===== config.mk =====
export PLATFORM = sky130hd
export DESIGN_NAME = text_console_ctrl
export DESIGN_NICKNAME = d
export VERILOG_FILES = /design/src/rtl/text_console_ctrl.sv
export SDC_FILE = /design/constraint.sdc
export NUM_CORES = 1
export LEC_CHECK = 0
export ABC_CLOCK_PERIOD_IN_PS = 6150
export BUFFER_PORTS_ARGS = -buffer_cell sky130_fd_sc_hd__buf_2
export CAP_MARGIN = 10
export CELL_PAD_IN_SITES_DETAIL_PLACEMENT = 1
export CELL_PAD_IN_SITES_GLOBAL_PLACEMENT = 2
export CORE_MARGIN = 8
export CORE_UTILIZATION = 38
export DETAILED_ROUTE_END_ITERATION = 10
export HOLD_SLACK_MARGIN = 0.08
export PLACE_DENSITY_LB_ADDON = 0.25
export SYNTH_ARGS = -nofsm -noshare
export SYNTH_HDL_FRONTEND = slang
export SYNTH_SLANG_ARGS = --single-unit

===== constraint.sdc =====
create_clock -name clk -period 6.15 [get_ports clk]
set_input_delay 0 -clock clk [delete_from_list [all_inputs] [get_ports clk]]
set_output_delay 0 -clock clk [all_outputs]
set_load 0.01 [all_outputs]

===== src/rtl/text_console_ctrl.sv =====
// Character-stream console controller: turns printable codes and a few control
// codes into video-RAM writes, tracks the cursor and runs line/screen clears.
module text_console_ctrl #(
  parameter int COLS           = 80,
  parameter int ROWS           = 76,
  parameter int ADDR_WIDTH     = 13,
  parameter int CLEAR_ON_RESET = 1
) (
  input  logic                  clk,
  input  logic                  rst,
  input  logic [7:0]            char_in,
  input  logic                  char_valid,
  output logic                  char_ready,
  output logic [7:0]            ram_din,
  output logic                  ram_we,
  output logic [ADDR_WIDTH-1:0] ram_waddr,
  output logic [6:0]            cursor_col,
  output logic [6:0]            cursor_row,
  output logic                  busy
);

  typedef enum logic [1:0] {IDLE, CLR_SCREEN, CLR_LINE} state_t;

  localparam state_t                RESET_STATE = (CLEAR_ON_RESET != 0) ? CLR_SCREEN : IDLE;
  localparam logic [ADDR_WIDTH-1:0] COLS_A      = ADDR_WIDTH'(COLS);
  localparam logic [ADDR_WIDTH-1:0] LINE_LAST   = ADDR_WIDTH'(COLS - 1);
  localparam logic [ADDR_WIDTH-1:0] SCREEN_LAST = ADDR_WIDTH'(COLS * ROWS - 1);
  localparam logic [6:0]            COL_LAST    = 7'(COLS - 1);
  localparam logic [6:0]            ROW_LAST    = 7'(ROWS - 1);
  localparam logic [7:0]            SPACE       = 8'h20;

  state_t                  state, state_d;
  logic [6:0]              col_d, row_d;
  logic [ADDR_WIDTH-1:0]   row_base, base_d;
  logic [ADDR_WIDTH-1:0]   clr_cnt, cnt_d;
  logic [7:0]              din_d;
  logic                    we_d;
  logic [ADDR_WIDTH-1:0]   waddr_d;

  assign char_ready = (state == IDLE);
  assign busy       = (state != IDLE);

  always_ff @(posedge clk or posedge rst) begin
    if (rst) begin
      state      <= RESET_STATE;
      cursor_col <= '0;
      cursor_row <= '0;
      row_base   <= '0;
      clr_cnt    <= '0;
      ram_we     <= 1'b0;
      ram_din    <= 8'h00;
      ram_waddr  <= '0;
    end else begin
      state      <= state_d;
      cursor_col <= col_d;
      cursor_row <= row_d;
      row_base   <= base_d;
      clr_cnt    <= cnt_d;
      ram_we     <= we_d;
      ram_din    <= din_d;
      ram_waddr  <= waddr_d;
    end
  end

  always_comb begin
    state_d = state;
    col_d   = cursor_col;
    row_d   = cursor_row;
    base_d  = row_base;
    cnt_d   = clr_cnt;
    we_d    = 1'b0;
    din_d   = ram_din;
    waddr_d = ram_waddr;
    unique case (state)
      IDLE: begin
        if (char_valid) begin
          unique case (char_in)
            8'h08: if (cursor_col != 7'd0) col_d = cursor_col - 7'd1;
            8'h0D: col_d = '0;
            8'h0C: begin
              state_d = CLR_SCREEN;
              cnt_d   = '0;
            end
            default: begin
              // Printable: written at the old cursor; LF shares the newline path below.
              if (char_in != 8'h0A) begin
                we_d    = 1'b1;
                din_d   = char_in;
                waddr_d = row_base + ADDR_WIDTH'(cursor_col);
              end
              if (char_in == 8'h0A || cursor_col == COL_LAST) begin
                col_d   = '0;
                state_d = CLR_LINE;
                cnt_d   = '0;
                if (cursor_row == ROW_LAST) begin
                  row_d  = '0;
                  base_d = '0;
                end else begin
                  row_d  = cursor_row + 7'd1;
                  base_d = row_base + COLS_A;
                end
              end else begin
                col_d = cursor_col + 7'd1;
              end
            end
          endcase
        end
      end
      CLR_SCREEN: begin
        we_d    = 1'b1;
        din_d   = SPACE;
        waddr_d = clr_cnt;
        cnt_d   = clr_cnt + 1'b1;
        if (clr_cnt == SCREEN_LAST) begin
          state_d = IDLE;
          cnt_d   = '0;
          col_d   = '0;
          row_d   = '0;
          base_d  = '0;
        end
      end
      CLR_LINE: begin
        we_d    = 1'b1;
        din_d   = SPACE;
        waddr_d = row_base + clr_cnt;
        cnt_d   = clr_cnt + 1'b1;
        if (clr_cnt == LINE_LAST) begin
          state_d = IDLE;
          cnt_d   = '0;
        end
      end
      default: state_d = IDLE;
    endcase
  end

endmodule


==> impl_metrics.csv, run 1 <==
group,metric,value,unit
run_status,outcome,"finished, final reports clean",
logic_synthesis,synth_compound_area_share,22.4,%
logic_synthesis,synth_top_area_share,37.5,%
logic_synthesis,synth_ff_type,"dfrtp_1",
logic_synthesis,synth_top_family_by_area,"simple AND/OR/NAND/NOR gates",
critical_path,path_depth,6,
pwr,pwr-share-clk,21.0,%
critical_path,critical_path_class,"reg -> reg",
logic_synthesis,synth_simple_gate_area_share,23.3,%
grt,grtUsageTotal,18.1,%
critical_path,crit_slowest_cell,"ha_1",
pwr,vdd.ir_drop.worst,0.000169,V
cells_and_area,final_cell_mix,"64 x nand2_1, 59 x dfrtp_1, 53 x o21ai_0, 48 x buf_2, 37 x nor2_1",
critical_path,reg2reg_from,"state[0]$_DFFE_PP1P_",
timing,worst_pin_slew,829,ps
grt,grt_start_max_net_pins,61,
grt,antenna_found_initial,0,
cells_and_area,diodes,0,
routing,first_pass_iters,4,
logic_synthesis,ys_seq_area_share,38.2,%
critical_path,path_buf_inv,1,
pwr,p_leak,0.00202,uW
pwr,p_seq_share,38.0,%
cells_and_area,synthToLayoutAreaGrowth,15.8,%
critical_path,cp-start-kind,"flop",
timing,worst_slack,2700,ps
cells_and_area,drive_above_1_share,16.8,%
flow_run,cap_viol_max_count,0,
cts,root_buffer,"clkbuf_8",
logic_synthesis,yosysWarnings,0,
logic_synthesis,synth_area_leader_cell,"dfrtp_1",
pwr,p_sw,651,uW
logic_synthesis,synth_seq_cells,60,
logic_synthesis,syn_area_per_cell,8.51,um^2
logic_synthesis,synth_area,3930,um^2
placed_design,port_buffers,48,
logic_synthesis,synth_edf_count,0,
routing,num_vias,3700,
logic_synthesis,synth_xor_area_share,2.45,%
grt,grtUsageMet1,23.6,%
routing,ant_nets,0,
cts,ctsResizeCount,0,
placed_design,dp_worst_setup_slack,2660,ps
cts,cts_tree,"built",
cts,postCtsSetupRepairBufs,0,
timing,fmax,290,MHz
logic_synthesis,synthAdderAreaFrac,6.36,%
cts,clkSlewWorstSetupHoldPaths,70,ps
logic_synthesis,synth_area_leaders,"dfrtp_1 38%, o21ai_0 6.7%, ha_1 6.4%",
cts,h-tree-depth,3,
routing,routedWlPerCell,18.6,um
logic_synthesis,synthMuxAreaShare,3.37,%
timing,rsz0062_at_grt,"false",
critical_path,critPathRequiredTime,6380,ps
critical_path,path_delay_family,"compound AO/OA/AOI/OAI gates",
timing,hold_viol,0,
cts,cts_made_buffers,9,
critical_path,reg2reg_setup_slack,2700,ps
grt,use_met3,4.08,%
placed_design,gp_congestion,0.854,
timing,relSlewSlack,44.7,%
floorplan,die_h,118,um
floorplan,start_util,38.6,%
pwr,swShare,42.8,%
logic_synthesis,postSynth.asyncResetShare,100,%
timing,fin_crit,3450,ps
critical_path,cpPeakStageDelay,700,ps
logic_synthesis,post_synth_num_cell_types,62,
logic_synthesis,syn_nets,493,
cells_and_area,layout_commonest_cell,"nand2_1",
grt,grt-busiest-layer,"met2",
critical_path,endpoint_kind,"flop",
cells_and_area,finalNetCount,545,
critical_path,worstPathMaxFanout,21,
critical_path,worstPathArrival,3670,ps
cts,clock_sinks,60,
pwr,p_per_area,334,nW/um^2
logic_synthesis,synthCells,462,
critical_path,reg2regPathDepth,6,
timing,fin_setup_tns,0,ps
floorplan,die_area,13900,um^2
floorplan,num_rows,37,
timing,finClkSkew,12.8,ps
timing,setup_viol,0,
routing,drc_errors,0,
floorplan,die_x,118,um
grt,grt_overflow_total,0,
timing,whs,448,ps
floorplan,coreArea,10200,um^2
routing,routed_wl,12200,um
grt,grt_pass1_vias,3939,
pwr,power_frac_comb,41.0,%
cts,clk-insertion-delay-late,340,ps
critical_path,timing.rr.end,"clr_cnt[12]$_DFFE_PP0P_",
timing,finalCritPeriodShare,56.0,%
grt,gr-usage-met2,29.4,%
grt,grt_pass1_wl,20800,um
pwr,internal_power,871,uW
floorplan,boundaryPins,49,
critical_path,crit_chain,"ha_1 > inv_2 > a41oi_1 > o21ai_2 > or2_0 > o41ai_1",
routing,vias_per_cell,5.65,
cts,cts_buffer_depth,2,
hold_path,hold_path.class,"in -> async",
placed_design,hpwl,8750,um
routing,drt_iter0_markers,170,
timing,maxSlewViolCount,0,
==> layer usage <==
metal  routed length [um]  vias up
met2                 5790       53
met3                  337       15
li1                     -     1786
met1                 5870     1846
met5                    0        -
met4                  158        0
==> registers in the layout, indices dropped and copies added (netlist names) <==
signal	flops
clr_cnt	13
row_base	9
cursor_col	7
ram_we	1
ram_waddr	13
state	2
cursor_row	7
ram_din	8
==> cell families after synthesis <==
logic type | after synthesis
flops | 60
buf+inv | 37
compound gates | 134
mux | 13
xor+xnor | 11
fa+ha+maj | 20
simple gates | 187
==> worst max-delay path by stage <==
stage | from | endpoint | slack (ps)
after global placement | state[0]$_DFFE_PP1P_ | clr_cnt[12]$_DFFE_PP0P_ | 2780
after floorplan | state[0]$_DFFE_PP1P_ | ram_waddr[11]$_DFFE_PP0P_ | 3570
final | state[0]$_DFFE_PP1P_ | clr_cnt[12]$_DFFE_PP0P_ | 2700
after global routing | state[1]$_DFFE_PP0P_ | clr_cnt[12]$_DFFE_PP0P_ | 2300
after detailed placement | state[0]$_DFFE_PP1P_ | clr_cnt[12]$_DFFE_PP0P_ | 2660
after CTS | state[0]$_DFFE_PP1P_ | clr_cnt[12]$_DFFE_PP0P_ | 2630
==> final cells by class <==
cell class | instances | area (um^2)
Fill cell | 1240 | 5630
Multi-Input combinational cell | 365 | 2280
Tap cell | 136 | 170
Timing Repair Buffer | 62 | 368
Clock inverter | 4 | 25.0
Clock buffer | 12 | 145
Inverter | 16 | 60.1
Sequential cell | 60 | 1500
==> what timing repair did <==
action,in CTS,in global routing
hold buffers,10,0
hold endpoints to repair,69,0
endpoints found under the setup margin,0,0
==> stage by stage <==
stage / utilization [%] / area (um^2) / cells / power (uW)
finish: 44.7 / 4550 / 655 / 1520
detailed placement: 42.0 / 4280 / 628 / 1210
global placement: 42.0 / 4280 / 628 / 1190
CTS: 44.7 / 4550 / 654 / 1540
floorplan: - / 3930 / 462 / 980
global route: 44.7 / 4550 / 655 / 1650
==> cells in the mapped netlist (3+ instances only) <==
master / n
buf_2: 4
o21bai_1: 3
nand2_1: 64
a211oi_1: 3
o21ai_0: 53
a221o_1: 3
a41oi_1: 4
ha_1: 20
dfrtp_1: 59
o31ai_1: 11
nor2b_1: 4
nand2b_1: 10
xnor2_1: 8
xor2_1: 3
mux2i_1: 11
nor3_1: 10
nor4_1: 3
or4_1: 5
o41ai_1: 3
inv_1: 15
or2_2: 3
nor2_1: 37
and3_1: 7
clkbuf_1: 16
and2_1: 5
o211ai_1: 3
a21oi_1: 17
nand3_1: 25
a31oi_1: 11
==> power groups by stage <==
stage | Combinational [uW] | Clock, uW | Sequential [uW]
global route | 702 | 352 | 596
global placement | 605 | 0 | 584
floorplan | 395 | 0 | 585
detailed placement | 622 | 0 | 587
CTS | 631 | 332 | 581
finish | 624 | 320 | 578
==> worst reg2reg max path, cell delays in order, from the launching register on <==
cell,delay (ps)
dfstp_2,550
ha_1,700
inv_2,290
a41oi_1,560
o21ai_2,350
or2_0,480
o41ai_1,410
(Power assumes the default switching activity.)
==> run 2, diff against run 1 <==
--- a/config.mk
+++ b/config.mk
@@ -5,13 +5,13 @@
 export SDC_FILE = /design/constraint.sdc
 export NUM_CORES = 1
 export LEC_CHECK = 0
-export ABC_CLOCK_PERIOD_IN_PS = 6150
+export ABC_CLOCK_PERIOD_IN_PS = 3300
 export BUFFER_PORTS_ARGS = -buffer_cell sky130_fd_sc_hd__buf_2
 export CAP_MARGIN = 10
 export CELL_PAD_IN_SITES_DETAIL_PLACEMENT = 1
 export CELL_PAD_IN_SITES_GLOBAL_PLACEMENT = 2
 export CORE_MARGIN = 8
-export CORE_UTILIZATION = 38
+export CORE_UTILIZATION = 35
 export DETAILED_ROUTE_END_ITERATION = 10
 export HOLD_SLACK_MARGIN = 0.08
 export PLACE_DENSITY_LB_ADDON = 0.25
==> constraint.sdc (replaced) <==
create_clock -name clk -period 3.3 [get_ports clk]
set_input_delay 0 -clock clk [delete_from_list [all_inputs] [get_ports clk]]
set_output_delay 0 -clock clk [all_outputs]
set_load 0.01 [all_outputs]
==> run 2 against run 1 <==
Effect of this change:
- design area rose by 1.8%
- maximum frequency rose by 18%
- sequential share of layout area down 0.60 points
- flip-flop and latch count unchanged
- register-to-register slack got worse by 2300 ps
- combinational power is 88% higher
==> impl_metrics.csv, run 2 (synthesized netlist as in run 1, its figures left out) <==
group,metric,value,unit
critical_path,reg2regPathDepth,10,
floorplan,coreArea,10900,um^2
routing,num_vias,3693,
pwr,pwr-share-clk,23.4,%
cts,clk-insertion-delay-late,350,ps
cts,cts_buffer_depth,2,
critical_path,worstPathArrival,3170,ps
critical_path,crit_chain,"inv_1 > ha_1 > mux2_2 > ha_1 > a21o_1 > a211oi_1 > o21ai_0 > a2111oi_0 > a31oi_1 > o211ai_1",
cts,clock_sinks,60,
timing,fmax,343,MHz
timing,hold_viol,0,
routing,vias_per_cell,5.55,
routing,routed_wl,12100,um
timing,relSlewSlack,41.8,%
cells_and_area,drive_above_1_share,18.1,%
critical_path,critPathMostFrequentCell,"ha_1",
pwr,p_sw,1210,uW
timing,fin_crit,2910,ps
placed_design,port_buffers,48,
floorplan,num_rows,38,
pwr,vdd.ir_drop.worst,0.000319,V
placed_design,gp_congestion,0.791,
cts,cts_made_buffers,9,
timing,finClkSkew,6.34,ps
run_status,outcome,"finished, final reports clean",
critical_path,reg2reg_setup_slack,390,ps
cts,root_buffer,"clkbuf_8",
cts,h-tree-depth,3,
placed_design,hpwl,8790,um
cells_and_area,finalNetCount,551,
flow_run,cap_viol_max_count,0,
hold_path,hold_path.class,"in -> async",
floorplan,die_area,14900,um^2
pwr,power_frac_comb,40.0,%
critical_path,path_delay_family,"compound AO/OA/AOI/OAI gates",
pwr,power,2930,uW
routing,first_pass_iters,4,
floorplan,start_util,36.1,%
critical_path,worstPathMaxFanout,4,
pwr,internal_power,1720,uW
cells_and_area,diodes,0,
timing,setup_viol,0,
timing,maxSlewViolCount,0,
routing,drt_iter0_markers,160,
routing,ant_nets,0,
critical_path,path_buf_inv,1,
cells_and_area,final_cell_mix,"64 x nand2_1, 59 x dfrtp_1, 53 x o21ai_0, 48 x buf_2, 37 x nor2_1",
timing,finalCritPeriodShare,88.3,%
routing,drc_errors,0,
floorplan,die_x,122,um
critical_path,critical_path_class,"reg -> reg",
cells_and_area,fill_cells,1324,
placed_design,placed_cell_area,4340,um^2
floorplan,die_h,122,um
floorplan,boundaryPins,49,
timing,rsz0062_at_grt,"false",
pwr,p_seq_share,36.6,%
grt,grt_pass1_vias,3838,
grt,grt_overflow_total,0,
timing,fin_setup_tns,0,ps
critical_path,endpoint_kind,"flop",
critical_path,cp-start-kind,"flop",
critical_path,critPathRequiredTime,3560,ps
timing,worst_pin_slew,873,ps
cells_and_area,top_regs,"clr_cnt x13, ram_waddr x13, row_base x9",
grt,grtUsageTotal,17.3,%
cells_and_area,layout_commonest_cell,"nand2_1",
cells_and_area,fin_util,42.6,%
cts,cts_tree,"built",
critical_path,cpPeakStageDelay,560,ps
cells_and_area,design_area,4640,um^2
grt,antenna_found_initial,0,
critical_path,reg2reg_from,"state[0]$_DFFE_PP1P_",
pwr,swShare,41.3,%
routing,routedWlPerCell,18.2,um
pwr,p_leak,0.00206,uW
critical_path,timing.rr.end,"ram_waddr[11]$_DFFE_PP0P_",
critical_path,crit_slowest_cell,"dfstp_2",
cells_and_area,synthToLayoutAreaGrowth,17.9,%
cts,clkSlewWorstSetupHoldPaths,70,ps
pwr,p_per_area,632,nW/um^2
grt,grt_pass1_wl,20300,um
grt,grt_start_max_net_pins,39,
[run 2: worst max-delay path by stage]
| stage | startpoint | to | slack, ps | cells after the start |
|---|---|---|---|---|
| after global routing | state[0]$_DFFE_PP1P_ | ram_waddr[11]$_DFFE_PP0P_ | 120 | 10 |
| after CTS | state[0]$_DFFE_PP1P_ | ram_waddr[11]$_DFFE_PP0P_ | 390 | 10 |
| final | state[0]$_DFFE_PP1P_ | ram_waddr[11]$_DFFE_PP0P_ | 390 | 10 |
| after floorplan | state[0]$_DFFE_PP1P_ | ram_waddr[11]$_DFFE_PP0P_ | 720 | 10 |
| after global placement | state[0]$_DFFE_PP1P_ | ram_waddr[11]$_DFFE_PP0P_ | 450 | 10 |
| after detailed placement | state[0]$_DFFE_PP1P_ | ram_waddr[11]$_DFFE_PP0P_ | 440 | 10 |
[run 2: timing repair]
item / CTS / global route
hold endpoints to repair: 47 / 0
hold buffers: 10 / 0
gates resized for setup: 0 / 0
buffers inserted: 0 / 0
[run 2: area by class of cell]
| class | count | area [um^2] | area share (%) |
|---|---|---|---|
| multi-input cells | 365 | 2280 | 49.2 |
| flip-flops and latches | 60 | 1500 | 32.4 |
| repair buffers | 68 | 415 | 8.96 |
| well taps | 140 | 175 | 3.78 |
| clock buffers | 10 | 138 | 2.97 |
| clock inverters | 6 | 63.8 | 1.38 |
| inverters | 16 | 60.1 | 1.30 |
[run 2: power groups by stage]
stage                     Combinational (uW)  Sequential [uW]  Clock (uW)
final                                   1170             1070         686
after global routing                    1330             1110         739
after CTS                               1190             1070         715
after detailed placement                1180             1090           0
after global placement                  1150             1080           0
after floorplan                          736             1090           0
[run 2: layer usage]
| metal | vias up | wire (um) | GRT usage, % |
|---|---|---|---|
| met4 | 0 | 155 | 5.55 |
| met3 | 9 | 366 | 2.87 |
| li1 | 1792 | - | - |
| met1 | 1844 | 5810 | 22.7 |
| met2 | 48 | 5800 | 28.4 |
| met5 | - | 0 | 0 |
[run 2: through the flow]
step	worst slack, ps	hold slack (ps)	instances
global route	121	476	665
CTS	385	414	665
detailed placement	441	245	639
global placement	449	235	639
floorplan	722	149	462
finish	387	385	665
[run 2: tightest hold or removal path, stage by stage]
cell and delay [ps]:
dlygate4sd3_1 540, buf_2 130, inv_2 620
